$ cat src/rtl/rgb_hue_sequencer.sv
// rgb_hue_sequencer: single FSM that walks the hue wheel in six ramp phases and
// produces the three RGB pwm duty values. Exactly one channel ramps per phase.
//
// Ports:
//   clk          system clock
//   rst_n        synchronous active-low reset
//   enable       1 = step timer runs and ramp advances, 0 = freeze (timer clears)
//   restart      synchronous pulse, reloads the reset state
//   brightness   global brightness (only when RGB_BRIGHTNESS_EN is defined)
//   r/g/b_pwm_value  duty values to the pwm instances
//   phase        current phase code 0..5
//   step_tick    one-cycle pulse after every ramp step
//   cycle_done   one-cycle pulse after the 5 -> 0 phase wrap
//
// Optional feature macro: RGB_BRIGHTNESS_EN (adds brightness scaling, +1 cycle on duties).
module rgb_hue_sequencer #(
  parameter int unsigned PWM_INTERVAL = 1200,
  parameter int unsigned STEP_CYCLES  = 12000,
  parameter int unsigned INC          = 12
) (
  input  logic                            clk,
  input  logic                            rst_n,
  input  logic                            enable,
  input  logic                            restart,
`ifdef RGB_BRIGHTNESS_EN
  input  logic [7:0]                      brightness,
`endif
  output logic [$clog2(PWM_INTERVAL)-1:0] r_pwm_value,
  output logic [$clog2(PWM_INTERVAL)-1:0] g_pwm_value,
  output logic [$clog2(PWM_INTERVAL)-1:0] b_pwm_value,
  output logic [2:0]                      phase,
  output logic                            step_tick,
  output logic                            cycle_done
);

  localparam int unsigned W        = $clog2(PWM_INTERVAL);
  localparam int unsigned DUTY_MAX = PWM_INTERVAL - 1;
  localparam int unsigned TW       = (STEP_CYCLES > 1) ? $clog2(STEP_CYCLES) : 1;

  if (INC < 1 || INC > DUTY_MAX) begin : g_bad_inc
    $error("rgb_hue_sequencer: INC must be in 1..PWM_INTERVAL-1");
  end

  typedef enum logic [2:0] {
    PH_G_UP = 3'd0,
    PH_R_DN = 3'd1,
    PH_B_UP = 3'd2,
    PH_G_DN = 3'd3,
    PH_R_UP = 3'd4,
    PH_B_DN = 3'd5
  } phase_e;

  phase_e        state_q, state_nxt;
  logic [W-1:0]  r_q, g_q, b_q, r_nxt, g_nxt, b_nxt;
  logic [TW-1:0] timer_q, timer_nxt;
  logic          tick_nxt, done_nxt;

  // Ramp datapath signals
  logic          tick;
  logic          legal;
  logic          ramp_up;
  logic [1:0]    ramp_sel;     // 0 = red, 1 = green, 2 = blue
  logic [W-1:0]  cur;
  logic [W:0]    up_sum;
  logic [W-1:0]  new_val;
  logic          at_bound;

  // State, duty, timer and pulse registers
  always_ff @(posedge clk) begin
    if (!rst_n) begin
      state_q    <= PH_G_UP;
      r_q        <= W'(DUTY_MAX);
      g_q        <= '0;
      b_q        <= '0;
      timer_q    <= '0;
      step_tick  <= 1'b0;
      cycle_done <= 1'b0;
    end else begin
      state_q    <= state_nxt;
      r_q        <= r_nxt;
      g_q        <= g_nxt;
      b_q        <= b_nxt;
      timer_q    <= timer_nxt;
      step_tick  <= tick_nxt;
      cycle_done <= done_nxt;
    end
  end

  // Next-state, ramp arithmetic and timer
  always_comb begin
    state_nxt = state_q;
    r_nxt     = r_q;
    g_nxt     = g_q;
    b_nxt     = b_q;
    timer_nxt = timer_q;
    tick_nxt  = 1'b0;
    done_nxt  = 1'b0;
    legal     = 1'b1;
    ramp_up   = 1'b1;
    ramp_sel  = 2'd1;

    tick = enable && (timer_q == TW'(STEP_CYCLES - 1));
    if (!enable || tick) timer_nxt = '0;
    else                 timer_nxt = timer_q + TW'(1);

    case (state_q)
      PH_G_UP: begin ramp_sel = 2'd1; ramp_up = 1'b1; end
      PH_R_DN: begin ramp_sel = 2'd0; ramp_up = 1'b0; end
      PH_B_UP: begin ramp_sel = 2'd2; ramp_up = 1'b1; end
      PH_G_DN: begin ramp_sel = 2'd1; ramp_up = 1'b0; end
      PH_R_UP: begin ramp_sel = 2'd0; ramp_up = 1'b1; end
      PH_B_DN: begin ramp_sel = 2'd2; ramp_up = 1'b0; end
      default: legal = 1'b0;
    endcase

    case (ramp_sel)
      2'd0:    cur = r_q;
      2'd1:    cur = g_q;
      default: cur = b_q;
    endcase

    // Saturating step computed one bit wider so the increment cannot wrap
    up_sum = {1'b0, cur} + (W+1)'(INC);
    if (ramp_up) new_val = (up_sum > (W+1)'(DUTY_MAX)) ? W'(DUTY_MAX) : up_sum[W-1:0];
    else         new_val = (cur < W'(INC)) ? '0 : cur - W'(INC);
    at_bound = ramp_up ? (new_val == W'(DUTY_MAX)) : (new_val == '0);

    if (restart || !legal) begin
      state_nxt = PH_G_UP;
      r_nxt     = W'(DUTY_MAX);
      g_nxt     = '0;
      b_nxt     = '0;
      timer_nxt = '0;
    end else if (tick) begin
      tick_nxt = 1'b1;
      case (ramp_sel)
        2'd0:    r_nxt = new_val;
        2'd1:    g_nxt = new_val;
        default: b_nxt = new_val;
      endcase
      if (at_bound) begin
        state_nxt = (state_q == PH_B_DN) ? PH_G_UP : phase_e'(3'(state_q + 3'd1));
        done_nxt  = (state_q == PH_B_DN);
      end
    end
  end

  assign phase = state_q;

`ifdef RGB_BRIGHTNESS_EN
  logic [8:0]   bright_p1;
  logic [W+8:0] r_prod, g_prod, b_prod;

  // Scale by (brightness+1)/256; brightness=255 is an exact passthrough
  always_comb begin
    bright_p1 = {1'b0, brightness} + 9'd1;
    r_prod    = (W+9)'(r_q) * (W+9)'(bright_p1);
    g_prod    = (W+9)'(g_q) * (W+9)'(bright_p1);
    b_prod    = (W+9)'(b_q) * (W+9)'(bright_p1);
  end

  always_ff @(posedge clk) begin
    if (!rst_n) begin
      r_pwm_value <= '0;
      g_pwm_value <= '0;
      b_pwm_value <= '0;
    end else begin
      r_pwm_value <= r_prod[W+7:8];
      g_pwm_value <= g_prod[W+7:8];
      b_pwm_value <= b_prod[W+7:8];
    end
  end
`else
  assign r_pwm_value = r_q;
  assign g_pwm_value = g_q;
  assign b_pwm_value = b_q;
`endif

endmodule
$ cat config.mk
export PLATFORM = sky130hd
export DESIGN_NAME = rgb_hue_sequencer
export DESIGN_NICKNAME = d
export VERILOG_FILES = /design/src/rtl/rgb_hue_sequencer.sv
export SDC_FILE = /design/constraint.sdc
export NUM_CORES = 1
export LEC_CHECK = 0
export BUFFER_PORTS_ARGS = -buffer_cell sky130_fd_sc_hd__buf_4
export CORE_UTILIZATION = 50
export DETAILED_ROUTE_END_ITERATION = 6
export PLACE_DENSITY = 0.7
export SLEW_MARGIN = 15
export SYNTH_ARGS = -nofsm -noshare
export SYNTH_HDL_FRONTEND = slang
export SYNTH_SLANG_ARGS = --single-unit
$ cat constraint.sdc
create_clock -name clk -period 6.8 [get_ports clk]
set_clock_uncertainty 0.15 [all_clocks]
set_input_delay 2.04 -clock clk [delete_from_list [all_inputs] [get_ports clk]]
set_output_delay 2.04 -clock clk [all_outputs]
set_load 0.05 [all_outputs]
==> parameters.txt, run 1 <==
Parameter                              Value

Status
  Outcome ... completed

Finish
  Final cell count without fillers ... 509
  Post-synthesis to final-layout area growth ... 10.53%
  Nets ... 439
  # fillers ... approximately 610
  Highest-count cells in the layout ignoring fill and taps ... 64 x sky130_fd_sc_hd__nor2_1, 52 x sky130_fd_sc_hd__dfxtp_1, 47 x sky130_fd_sc_hd__buf_4
  Commonest non-fill, non-tap cell in the layout ... sky130_fd_sc_hd__nor2_1
  Proportion of layout cells with a drive suffix above 1 ... between 10% and 20%
  Antenna diode count ... 0
  Multi-input combinational cell area ... 2195 um^2
  Sequential cell area in the final layout ... 1041 um^2

Yosys
  Top flip-flop cell by instance count after synthesis ... sky130_fd_sc_hd__dfxtp_1
  Post-synthesis async set-or-reset flop share ... 0%
  Total number of yosys warnings ... 0
  Sequential fraction of the synthesis area ... just over 30%
  Fraction of the mapped netlist area in compound gates ... 21.74%
  Post-Synthesis Cell Area ... 3447 um^2
  Arithmetic-cell share of the synthesized area counting full adders, half adders and majority gates ... 1.452%
  Count of mapped cells out of synthesis ... 403
  Post-Synth Simple-Gate Area ... roughly a quarter
  Number of synthesized flops with an enable pin ... 0
  Net Count, Synth ... just over 400
  Dominant combinational cell family by area after synthesis ... simple AND/OR/NAND/NOR gates
  Fraction of synthesized cell area in xor and xnor cells ... 6.062%
  Mean Syn Cell Area ... 8.553 um^2
  Post-synthesis mux area share ... 8.203%
  Distinct cells, synth ... 70
  FF+latch count, synth ... 52

Placement
  Number of buffers added on ports ... 41
  Total instance count after detailed placement ... 501
  HPWL reported at the end of detailed placement ... 6793 um
  Placer Congestion ... 0.9739

Die
  Number of I/O pins ... 42
  Horizontal die dimension ... 85.03 um
  Die Outline Area ... 7230 um^2
  Height of the chip ... 85.03 um
  Initial Util ... 53.07%
  Area of the core ... 6495 um^2
  Number of core rows ... 29

CTS
  Setup bufs post-CTS ... 0
  Max Root-Sink Buffers ... 2
  H-Tree Depth ... 2
  CTS clk-pin slew, worst paths ... 110 ps
  Cts-stage hold buffer count ... 0
  Number of gates resized after cts ... 0
  CTS Buf Count ... 5
  Source-to-sink clock delay at the later pin of the worst-skew pair ... about 310 ps
  TritonCTS clock tree ... yes
  Clock net sink count ... 52
  Clock root buffer ... sky130_fd_sc_hd__clkbuf_8

GRT
  Number of global-route vias before repair ... 3054
  Gr ovfl total ... 0
  Pin count of the biggest net entering global routing ... 29
  Aggregate global-route resource usage ... between 20% and 30%
  Global-route wire length before repair ... between 15000 and 20000 um
  Initial antenna violation count ... 0

Hold path
  Hold path cells ... 1
  Hold_sp ... timer_q[0]$_SDFF_PP0_
  Min-Delay Endpoint ... timer_q[0]$_SDFF_PP0_
  Worst min-delay path class ... register to register

Run
  Max Cap Viol ... 0

Worst setup path
  Element type at the critical path end ... register
  Worst reg2reg path startpoint ... phase[2]$_SDFFE_PP0P_
  Maximum fanout count along the critical path ... 27
  Endpoint arrival time on the critical path ... between 5000 and 6000 ps
  Minimum setup slack among reg-to-reg paths ... 1300 ps
  Type of the setup path with the least slack ... register to register
  Worst Path Required ... 6860 ps
  Largest stage delay on the critical path ... 980 ps
  Kind of start point of the critical path ... register
  Cell-by-cell trace of the critical path ... or2_0 -> buf_4 -> nor2_1 -> o32ai_2 -> inv_1 -> ha_1 -> inv_1 -> o2111ai_1 -> o31ai_4 -> nand4_4 -> or4_4 -> o31ai_4 -> a22oi_4 -> or3_4 -> or4b_1 -> a211oi_2
  Critical Path Slowest Stage Cell ... sky130_fd_sc_hd__dfxtp_1
  Worst r2r dst ... phase[0]$_SDFFE_PP0P_
  Worst R2R Path Depth ... 16
  Origin of the worst setup path ... phase[2]$_SDFFE_PP0P_

Detailed routing
  DR WL/cell ... approximately 18 um
  Total wirelength of the detailed-routed design ... 9407 um
  Post-route DRC violation count ... 0
  Vias/cell ... 6.224
  DRT Pass-1 Iters ... 5
  Iter 0 DRT Violations ... 186
  Total vias in the final route ... 3168
  Antenna-violating nets left ... 0

STA
  Minimum clock period ... 5505 ps
  Slew Limit Headroom ... 24.60%
  Final total negative setup slack ... 0 ps
  Setup repair after global routing missed its margin ... false
  Finish-stage setup viols ... 0
  Final number of max-transition violations ... 0
  Final Hold Violating Endpoints ... 0
  Peak clock frequency supported by timing ... 0.1817 GHz
  Final worst path period share ... roughly 81%
  Tightest Pin Transition ... about 1100 ps

Power
  Maximum resistive drop on vdd ... 114.9 uV
  PwrDens ... 132.1 nW/um^2
  Total design power ... 0.5032 mW
  Static leakage ... 1.439 nW
[synthesized netlist by cell type (9+ instances only)]
cell type	n	area, um^2
sky130_fd_sc_hd__a21oi_1	12	60.06
sky130_fd_sc_hd__clkbuf_1	9	33.78
sky130_fd_sc_hd__dfxtp_1	52	1041
sky130_fd_sc_hd__mux2i_1	26	260.3
sky130_fd_sc_hd__nand2_1	31	116.4
sky130_fd_sc_hd__nand3_1	21	105.1
sky130_fd_sc_hd__nor2_1	64	240.2
sky130_fd_sc_hd__nor3_1	9	45.04
sky130_fd_sc_hd__o21ai_0	15	75.07
sky130_fd_sc_hd__or3_1	9	56.30
sky130_fd_sc_hd__xnor2_1	11	96.34
sky130_fd_sc_hd__xor2_1	11	96.34
[cell families after synthesis]
logic type	Yosys count
xor+xnor	23
flops	52
simple gates	177
mux	28
compound gates	85
buf+inv	34
fa+ha+maj	4
[critical path: cells and delay by family (launching register included)]
| kind | cells | cell delay (ps) |
|---|---|---|
| AOI/OAI and AO/OA | 6 | 1540 |
| buffers and inverters | 3 | 500 |
| adders and majority gates | 1 | 350 |
| and+or+nand+nor | 6 | 1880 |
| DFF | 1 | 980 |
[routing by layer]
metal	share of wire, %	up-vias	GRT usage (%)	wire [um]
met4	2.1	0	8.475	201
met2	47	94	44.21	4418
met5	0	-	0	0
met1	47	1522	38.84	4428
li1	-	1533	-	-
met3	3.8	19	3.307	358
[flip-flops by register name, summed over array words and instances (netlist names)]
register     cells
b_pwm_value     11
phase            3
g_pwm_value     11
step_tick        1
r_pwm_value     11
timer_q         14
cycle_done       1
[per-stage QoR]
stage | area, um^2 | setup WS [ps] | hold WS [ps] | util [%]
3_5_place_dp | 3715 | 1409 | 307.0 | 57.20
5_1_grt | 3810 | 973.6 | 367.6 | 58.66
6_report | 3810 | 1295 | 327.0 | 58.66
4_1_cts | 3810 | 1364 | 331.2 | 58.66
2_1_floorplan | 3447 | 2171 | 280.2 | -
3_3_place_gp | 3715 | 1535 | 296.2 | 57.20
[area by class of cell]
class | count | area share, %
Inverter | 8 | 0.7882
Sequential cell | 52 | 27.32
Tap cell | 77 | 2.529
Multi-Input combinational cell | 317 | 57.60
Clock buffer | 5 | 1.806
Clock inverter | 3 | 0.6897
Timing Repair Buffer | 47 | 9.261
[how the worst max path moves through the flow]
stage | end | slack (ps) | cells after the start
floorplan | phase[0]$_SDFFE_PP0P_ | 2170 | 19
global placement | phase[0]$_SDFFE_PP0P_ | 1540 | 16
detailed placement | phase[0]$_SDFFE_PP0P_ | 1410 | 16
CTS | phase[0]$_SDFFE_PP0P_ | 1360 | 16
global route | phase[0]$_SDFFE_PP0P_ | 970 | 16
finish | phase[0]$_SDFFE_PP0P_ | 1300 | 16
[report_power, final]
| group | internal [mW] | leakage, nW | switching, mW |
|---|---|---|---|
| Combinational | 0.00233 | 0.978 | 0.00592 |
| Sequential | 0.305 | 0.419 | 0.000296 |
| Clock | 0.0752 | 0.0423 | 0.115 |
No activity file was read; power rests on OpenSTA's default activity.
==> inputs of run 2 (changes only) <==
Settings changed: PLACE_DENSITY 0.7 to 0.73.
Clock period 6.8 ns to 4.7 ns, I/O delays scaled along.
==> parameters.txt, run 2 (same netlist as run 1, synthesis figures left out) <==
Parameter                              Value

Worst setup path
  Maximum fanout count along the critical path ... 21 (-22%)
  Worst reg2reg path startpoint ... phase[0]$_SDFFE_PP0P_
  Minimum setup slack among reg-to-reg paths ... 210 ps (-1090 ps)
  Worst Path Required ... 4770 ps (-2090 ps)
  Worst r2r dst ... phase[0]$_SDFFE_PP0P_
  Endpoint arrival time on the critical path ... 4560 ps (-1010 ps)
  Type of the setup path with the least slack ... register to register
  Kind of start point of the critical path ... register
  Worst R2R Path Depth ... 16 (unchanged)
  Element type at the critical path end ... register

Finish
  Largest register FFs ... 14 (unchanged)
  Proportion of layout cells with a drive suffix above 1 ... 20.78% (+1.1 points)
  Highest-count cells in the layout ignoring fill and taps ... 64 x sky130_fd_sc_hd__nor2_1, 53 x sky130_fd_sc_hd__buf_4, 52 x sky130_fd_sc_hd__dfxtp_1
  Post-synthesis to final-layout area growth ... 11.69%
  Register with the highest flop count ... timer_q
  Commonest non-fill, non-tap cell in the layout ... sky130_fd_sc_hd__nor2_1
  Share of the core filled with cells ... 59.28% (+0.62 points)
  Antenna diode count ... 0 (unchanged)
  Nets ... 445 (+1.4%)

Die
  Area of the core ... 6495 um^2 (unchanged)
  Horizontal die dimension ... 85.03 um (unchanged)
  Number of I/O pins ... 42 (unchanged)
  Height of the chip ... 85.03 um (unchanged)
  Die Outline Area ... 7230 um^2 (unchanged)
  Initial Util ... 53.07% (unchanged)
  Number of core rows ... 29 (unchanged)

Power
  Total design power ... 0.7146 mW (+42%)
  Maximum resistive drop on vdd ... 139.1 uV (+21%)
  PwrDens ... 185.6 nW/um^2 (+41%)
  Static leakage ... 1.473 nW (+2.3%)

GRT
  Pin count of the biggest net entering global routing ... 29 (unchanged)
  Aggregate global-route resource usage ... 25.64% (-2.0 points)
  Gr ovfl total ... 0 (unchanged)
  Number of global-route vias before repair ... 2915 (-4.6%)
  Initial antenna violation count ... 0 (unchanged)
  Global-route wire length before repair ... 14840 um (-6.0%)

STA
  Tightest Pin Transition ... 1158 ps (+26.70 ps)
  Final total negative setup slack ... 0 ps (unchanged)
  Slew Limit Headroom ... 22.82% (-1.8 points)
  Final number of max-transition violations ... 0 (unchanged)
  Setup repair after global routing missed its margin ... false
  Finish-stage setup viols ... 0 (unchanged)
  Peak clock frequency supported by timing ... 0.2226 GHz (+23%)
  Minimum clock period ... 4492 ps (-1013 ps)
  Final Hold Violating Endpoints ... 0 (unchanged)
  Final worst path period share ... 95.57% (+15 points)

Detailed routing
  Antenna-violating nets left ... 0 (unchanged)
  Wire length the detailed router placed on met1 ... 4173 um (-5.8%)
  Total wirelength of the detailed-routed design ... 9096 um (-3.3%)
  Total vias in the final route ... 3236 (+2.1%)
  Post-route DRC violation count ... 0 (unchanged)
  DR WL/cell ... 17.66 um (-4.4%)
  WL met3 ... 638 um (+78%)
  Iter 0 DRT Violations ... 256 (+38%)
  DRT Pass-1 Iters ... 5 (unchanged)
  Vias/cell ... 6.283 (+0.96%)
  Routed wire length on met2 ... 4115 um (-6.9%)
  Uppermost layer routed ... met4

Placement
  HPWL reported at the end of detailed placement ... 6657 um (-2.0%)
  Number of buffers added on ports ... 41 (unchanged)
  Placer Congestion ... 0.9593 (-1.5%)

Hold path
  Min-Delay Endpoint ... timer_q[0]$_SDFF_PP0_
  Worst min-delay path class ... register to register
  Hold_sp ... timer_q[0]$_SDFF_PP0_
  Hold path cells ... 1 (unchanged)

CTS
  H-Tree Depth ... 2 (unchanged)
  CTS Buf Count ... 5 (unchanged)
  Setup bufs post-CTS ... 0 (unchanged)
  Source-to-sink clock delay at the later pin of the worst-skew pair ... 310 ps (about the same)
  TritonCTS clock tree ... yes
  Max Root-Sink Buffers ... 2 (unchanged)
  CTS clk-pin slew, worst paths ... 100 ps (about the same)
  Clock root buffer ... sky130_fd_sc_hd__clkbuf_8
  Clock net sink count ... 52 (unchanged)

Run
  Max Cap Viol ... 0 (unchanged)

Status
  Outcome ... completed
run 2: critical path, stage by stage (launching register included):
cell and delay [ps]:
sky130_fd_sc_hd__dfxtp_1 400, sky130_fd_sc_hd__buf_4 290, sky130_fd_sc_hd__nand2_1 260, sky130_fd_sc_hd__o22ai_1 220
sky130_fd_sc_hd__o32ai_2 120, sky130_fd_sc_hd__inv_1 90, sky130_fd_sc_hd__ha_1 350, sky130_fd_sc_hd__inv_1 130
sky130_fd_sc_hd__o2111ai_1 170, sky130_fd_sc_hd__o31ai_4 140, sky130_fd_sc_hd__nand4_4 140, sky130_fd_sc_hd__mux2_2 360
sky130_fd_sc_hd__o22ai_2 310, sky130_fd_sc_hd__a22oi_4 150, sky130_fd_sc_hd__or3_4 410, sky130_fd_sc_hd__or4b_1 490
sky130_fd_sc_hd__a211oi_2 210
run 2: layout make-up:
class / count / area [um^2]
Clock inverter: 3 / 21.27
Inverter: 8 / 30.03
Clock buffer: 5 / 68.82
Fill cell: 590 / 2645
Sequential cell: 52 / 1041
Timing Repair Buffer: 53 / 397.9
Multi-Input combinational cell: 317 / 2195
Tap cell: 77 / 96.34
run 2: metrics by stage:
| step | worst slack, ps | hold WS (ps) | cell area (um^2) | cells |
|---|---|---|---|---|
| after floorplan | 70.60 | 280.2 | 3447 | 403 |
| after global placement | 473.1 | 298.8 | 3760 | 507 |
| after detailed placement | 300.4 | 309.3 | 3760 | 507 |
| after CTS | 269.2 | 335.3 | 3850 | 515 |
| after global routing | 22.40 | 380.2 | 3850 | 515 |
| final | 208.3 | 334.8 | 3850 | 515 |
run 2: power breakdown:
group / internal (mW) / switching (mW)
clock network: 0.106 / 0.155
registers: 0.441 / 0.000475
logic: 0.00338 / 0.00862
total: 0.550 / 0.165
run 2: how the worst max path moves through the flow:
stage,start,to,slack [ps],depth (start not counted)
global placement,phase[2]$_SDFFE_PP0P_,phase[0]$_SDFFE_PP0P_,470,15
CTS,phase[2]$_SDFFE_PP0P_,phase[0]$_SDFFE_PP0P_,270,15
global route,phase[0]$_SDFFE_PP0P_,phase[0]$_SDFFE_PP0P_,20,16
floorplan,phase[2]$_SDFFE_PP0P_,phase[0]$_SDFFE_PP0P_,70,19
detailed placement,phase[2]$_SDFFE_PP0P_,phase[0]$_SDFFE_PP0P_,300,15
finish,phase[0]$_SDFFE_PP0P_,phase[0]$_SDFFE_PP0P_,210,16
run 2: layer usage:
| metal | global-route usage (%) | up-vias |
|---|---|---|
| li1 | - | 1544 |
| met1 | 36.00 | 1526 |
| met4 | 6.934 | 0 |
| met5 | 0 | - |
| met2 | 40.98 | 146 |
| met3 | 3.891 | 20 |
run 2: repair_timing:
action / 4_1_cts / 5_1_grt
endpoints found under the setup margin: 0 / 4
hold endpoints to repair: 0 / 0
resized for setup: 0 / 1
hold buffers: 0 / 0
==> inputs of run 3 (changes only) <==
Settings changed: PLACE_DENSITY 0.73 to 0.7.
Clock period 4.7 ns to 4.21 ns, I/O delays scaled along.
==> parameters.txt, run 3 (same netlist as run 1, synthesis figures left out) <==
Parameter                              Value

Finish
  Post-synthesis to final-layout area growth ... 15.06%
  Largest register FFs ... 14 (unchanged)
  # fillers ... 576 (-2.4%)
  Commonest non-fill, non-tap cell in the layout ... sky130_fd_sc_hd__nor2_1
  Antenna diode count ... 0 (unchanged)
  Multi-input combinational cell area ... 2241 um^2 (+2.1%)
  Highest-count cells in the layout ignoring fill and taps ... 64 x sky130_fd_sc_hd__nor2_1, 62 x sky130_fd_sc_hd__buf_4, 49 x sky130_fd_sc_hd__dfxtp_1
  Sequential cell area in the final layout ... 1047 um^2 (+0.60%)
  Proportion of layout cells with a drive suffix above 1 ... 24.16% (+3.4 points)
  Register with the highest flop count ... timer_q
  Nets ... 454 (+2.0%)

Power
  Share of total power consumed by net switching ... 23.55% (+0.53 points)
  Fraction of power consumed by sequential logic ... 61.2% (-0.5 points)
  Clock group share of total power ... 37.1% (+0.5 points)
  Proportion of power drawn by combinational gates ... 1.7% (about the same)
  Static leakage ... 1.519 nW (+3.2%)
  Maximum resistive drop on vdd ... 144.8 uV (+4.1%)
  PwrDens ... 202.7 nW/um^2 (+9.2%)
  Total design power ... 0.8038 mW (+12%)
  Internal ... 0.6145 mW (+12%)
  Switching power ... 0.1893 mW (+15%)

Die
  Horizontal die dimension ... 85.03 um (unchanged)
  Number of I/O pins ... 42 (unchanged)
  Number of core rows ... 29 (unchanged)
  Height of the chip ... 85.03 um (unchanged)
  Die Outline Area ... 7230 um^2 (unchanged)
  Area of the core ... 6495 um^2 (unchanged)
  Initial Util ... 53.07% (unchanged)

Detailed routing
  Post-route DRC violation count ... 0 (unchanged)
  Antenna-violating nets left ... 0 (unchanged)
  Vias/cell ... 6.120 (-2.6%)
  DRT Pass-1 Iters ... 6 (+1)
  Total wirelength of the detailed-routed design ... 9577 um (+5.3%)
  DR WL/cell ... 18.28 um (+3.5%)
  Iter 0 DRT Violations ... 169 (-34%)
  Total vias in the final route ... 3207 (-0.90%)

CTS
  Clock net sink count ... 52 (unchanged)
  Source-to-sink clock delay at the later pin of the worst-skew pair ... 310 ps (about the same)
  H-Tree Depth ... 2 (unchanged)
  Clock root buffer ... sky130_fd_sc_hd__clkbuf_8
  Cts-stage hold buffer count ... 0 (unchanged)
  Max Root-Sink Buffers ... 2 (unchanged)
  CTS Buf Count ... 5 (unchanged)
  CTS clk-pin slew, worst paths ... 110 ps (about the same)
  TritonCTS clock tree ... yes

Placement
  HPWL reported at the end of detailed placement ... 6960 um (+4.6%)
  Post-placement setup slack ... 98.34 ps (-202.0 ps)
  Placer Congestion ... 0.9201 (-4.1%)
  Number of buffers added on ports ... 41 (unchanged)

Worst setup path
  Type of the setup path with the least slack ... register to register
  Worst Path Required ... 4290 ps (-480 ps)
  Endpoint arrival time on the critical path ... 4100 ps (-460 ps)
  Count of buffering cells on the critical path with inverters included ... 3 (unchanged)
  Dominant cell type by count on the critical path ... sky130_fd_sc_hd__o31ai_4
  Cell-by-cell trace of the critical path ... or2_4 -> buf_4 -> nor2_1 -> o32ai_4 -> inv_1 -> ha_4 -> inv_2 -> o2111ai_2 -> o31ai_4 -> nand4_4 -> or4_4 -> o31ai_4 -> a22oi_4 -> or3_4 -> or4b_1 -> a211oi_2
  Critical Path Slowest Stage Cell ... sky130_fd_sc_hd__or4_4
  Element type at the critical path end ... register
  Kind of start point of the critical path ... register
  Cell type group with the largest total delay on the critical path ... simple AND/OR/NAND/NOR gates
  Largest stage delay on the critical path ... 530 ps (+40 ps)
  Maximum fanout count along the critical path ... 9 (-57%)

STA
  Peak clock frequency supported by timing ... 0.2487 GHz (+12%)
  Final total negative setup slack ... 0 ps (unchanged)
  Tightest Pin Transition ... 821.5 ps (-336.2 ps)
  Minimum clock period ... 4021 ps (-470.6 ps)
  Final number of max-transition violations ... 0 (unchanged)
  Final Hold Violating Endpoints ... 0 (unchanged)
  Setup repair after global routing missed its margin ... false
  Finish-stage setup viols ... 0 (unchanged)
  Slew Limit Headroom ... 45.08% (+22 points)
  Final worst path period share ... 95.51% (about the same)
  Final worst-path setup slack ... 188.9 ps (-19.36 ps)

Hold path
  Worst min-delay path class ... register to register

GRT
  Global-route wire length before repair ... 15790 um (+6.4%)
  Pin count of the biggest net entering global routing ... 29 (unchanged)
  Initial antenna violation count ... 0 (unchanged)
  Number of global-route vias before repair ... 3082 (+5.7%)
  Gr ovfl total ... 0 (unchanged)
  Aggregate global-route resource usage ... 27.72% (+2.1 points)

Status
  Outcome ... completed

Run
  Max Cap Viol ... 0 (unchanged)
-- run 3: worst reg2reg max path: stages (launching register included) --
cell	delay, ps
sky130_fd_sc_hd__dfxtp_4	410
sky130_fd_sc_hd__or2_4	140
sky130_fd_sc_hd__buf_4	170
sky130_fd_sc_hd__nor2_1	80
sky130_fd_sc_hd__o32ai_4	270
sky130_fd_sc_hd__inv_1	130
sky130_fd_sc_hd__ha_4	210
sky130_fd_sc_hd__inv_2	80
sky130_fd_sc_hd__o2111ai_2	130
sky130_fd_sc_hd__o31ai_4	100
sky130_fd_sc_hd__nand4_4	160
sky130_fd_sc_hd__or4_4	530
sky130_fd_sc_hd__o31ai_4	110
sky130_fd_sc_hd__a22oi_4	150
sky130_fd_sc_hd__or3_4	410
sky130_fd_sc_hd__or4b_1	490
sky130_fd_sc_hd__a211oi_2	220
-- run 3: power groups by stage --
stage | sequential [mW] | clock [mW] | combinational (mW)
global route | 0.492 | 0.318 | 0.0150
CTS | 0.492 | 0.306 | 0.0135
finish | 0.492 | 0.299 | 0.0136
detailed placement | 0.503 | 0 | 0.0135
floorplan | 0.503 | 0 | 0.00857
global placement | 0.503 | 0 | 0.0136
-- run 3: stage by stage --
| stage | hold slack (ps) | utilization, % | cells | cell area [um^2] |
|---|---|---|---|---|
| 3_5_place_dp | 308.8 | 59.37 | 515 | 3856 |
| 4_1_cts | 333.4 | 60.70 | 523 | 3943 |
| 2_1_floorplan | 280.2 | - | 403 | 3483 |
| 5_1_grt | 338.7 | 61.07 | 524 | 3966 |
| 6_report | 323.9 | 61.07 | 524 | 3966 |
| 3_3_place_gp | 291.3 | 59.37 | 515 | 3856 |
-- run 3: layout make-up --
| class | count | share of cell area [%] |
|---|---|---|
| Multi-Input combinational cell | 317 | 56.50 |
| Clock buffer | 6 | 1.830 |
| Clock inverter | 2 | 0.3470 |
| Inverter | 8 | 0.7571 |
| Sequential cell | 52 | 26.40 |
| Tap cell | 77 | 2.429 |
| Timing Repair Buffer | 62 | 11.74 |
-- run 3: routing by layer --
metal  wire length, um  track usage, %  share of wire (%)  up-vias
li1                  -               -                  -     1561
met1              4314           36.66                 45     1516
met2              4530           45.31                 47      113
met3               547           4.475                5.7       17
met4               184           10.79                1.9        0
met5                 0               0                  0        -
-- run 3: worst paths after layout --
kind                                             from                     to  slack (ps)  depth (start not counted)
worst max-delay path            phase[2]$_SDFFE_PP0P_  phase[0]$_SDFFE_PP0P_         190                         16
worst min-delay path            timer_q[0]$_SDFF_PP0_  timer_q[0]$_SDFF_PP0_         320                          1
worst max register to register  phase[2]$_SDFFE_PP0P_  phase[0]$_SDFFE_PP0P_         190                         16
worst min register to register  timer_q[0]$_SDFF_PP0_  timer_q[0]$_SDFF_PP0_         320                          1
-- run 3: what timing repair did --
| item | CTS | global route |
|---|---|---|
| endpoints found under the hold margin | 0 | 0 |
| buffers inserted | 0 | 1 |
| endpoints found under the setup margin | 0 | 3 |
| gates resized for setup | 0 | 3 |
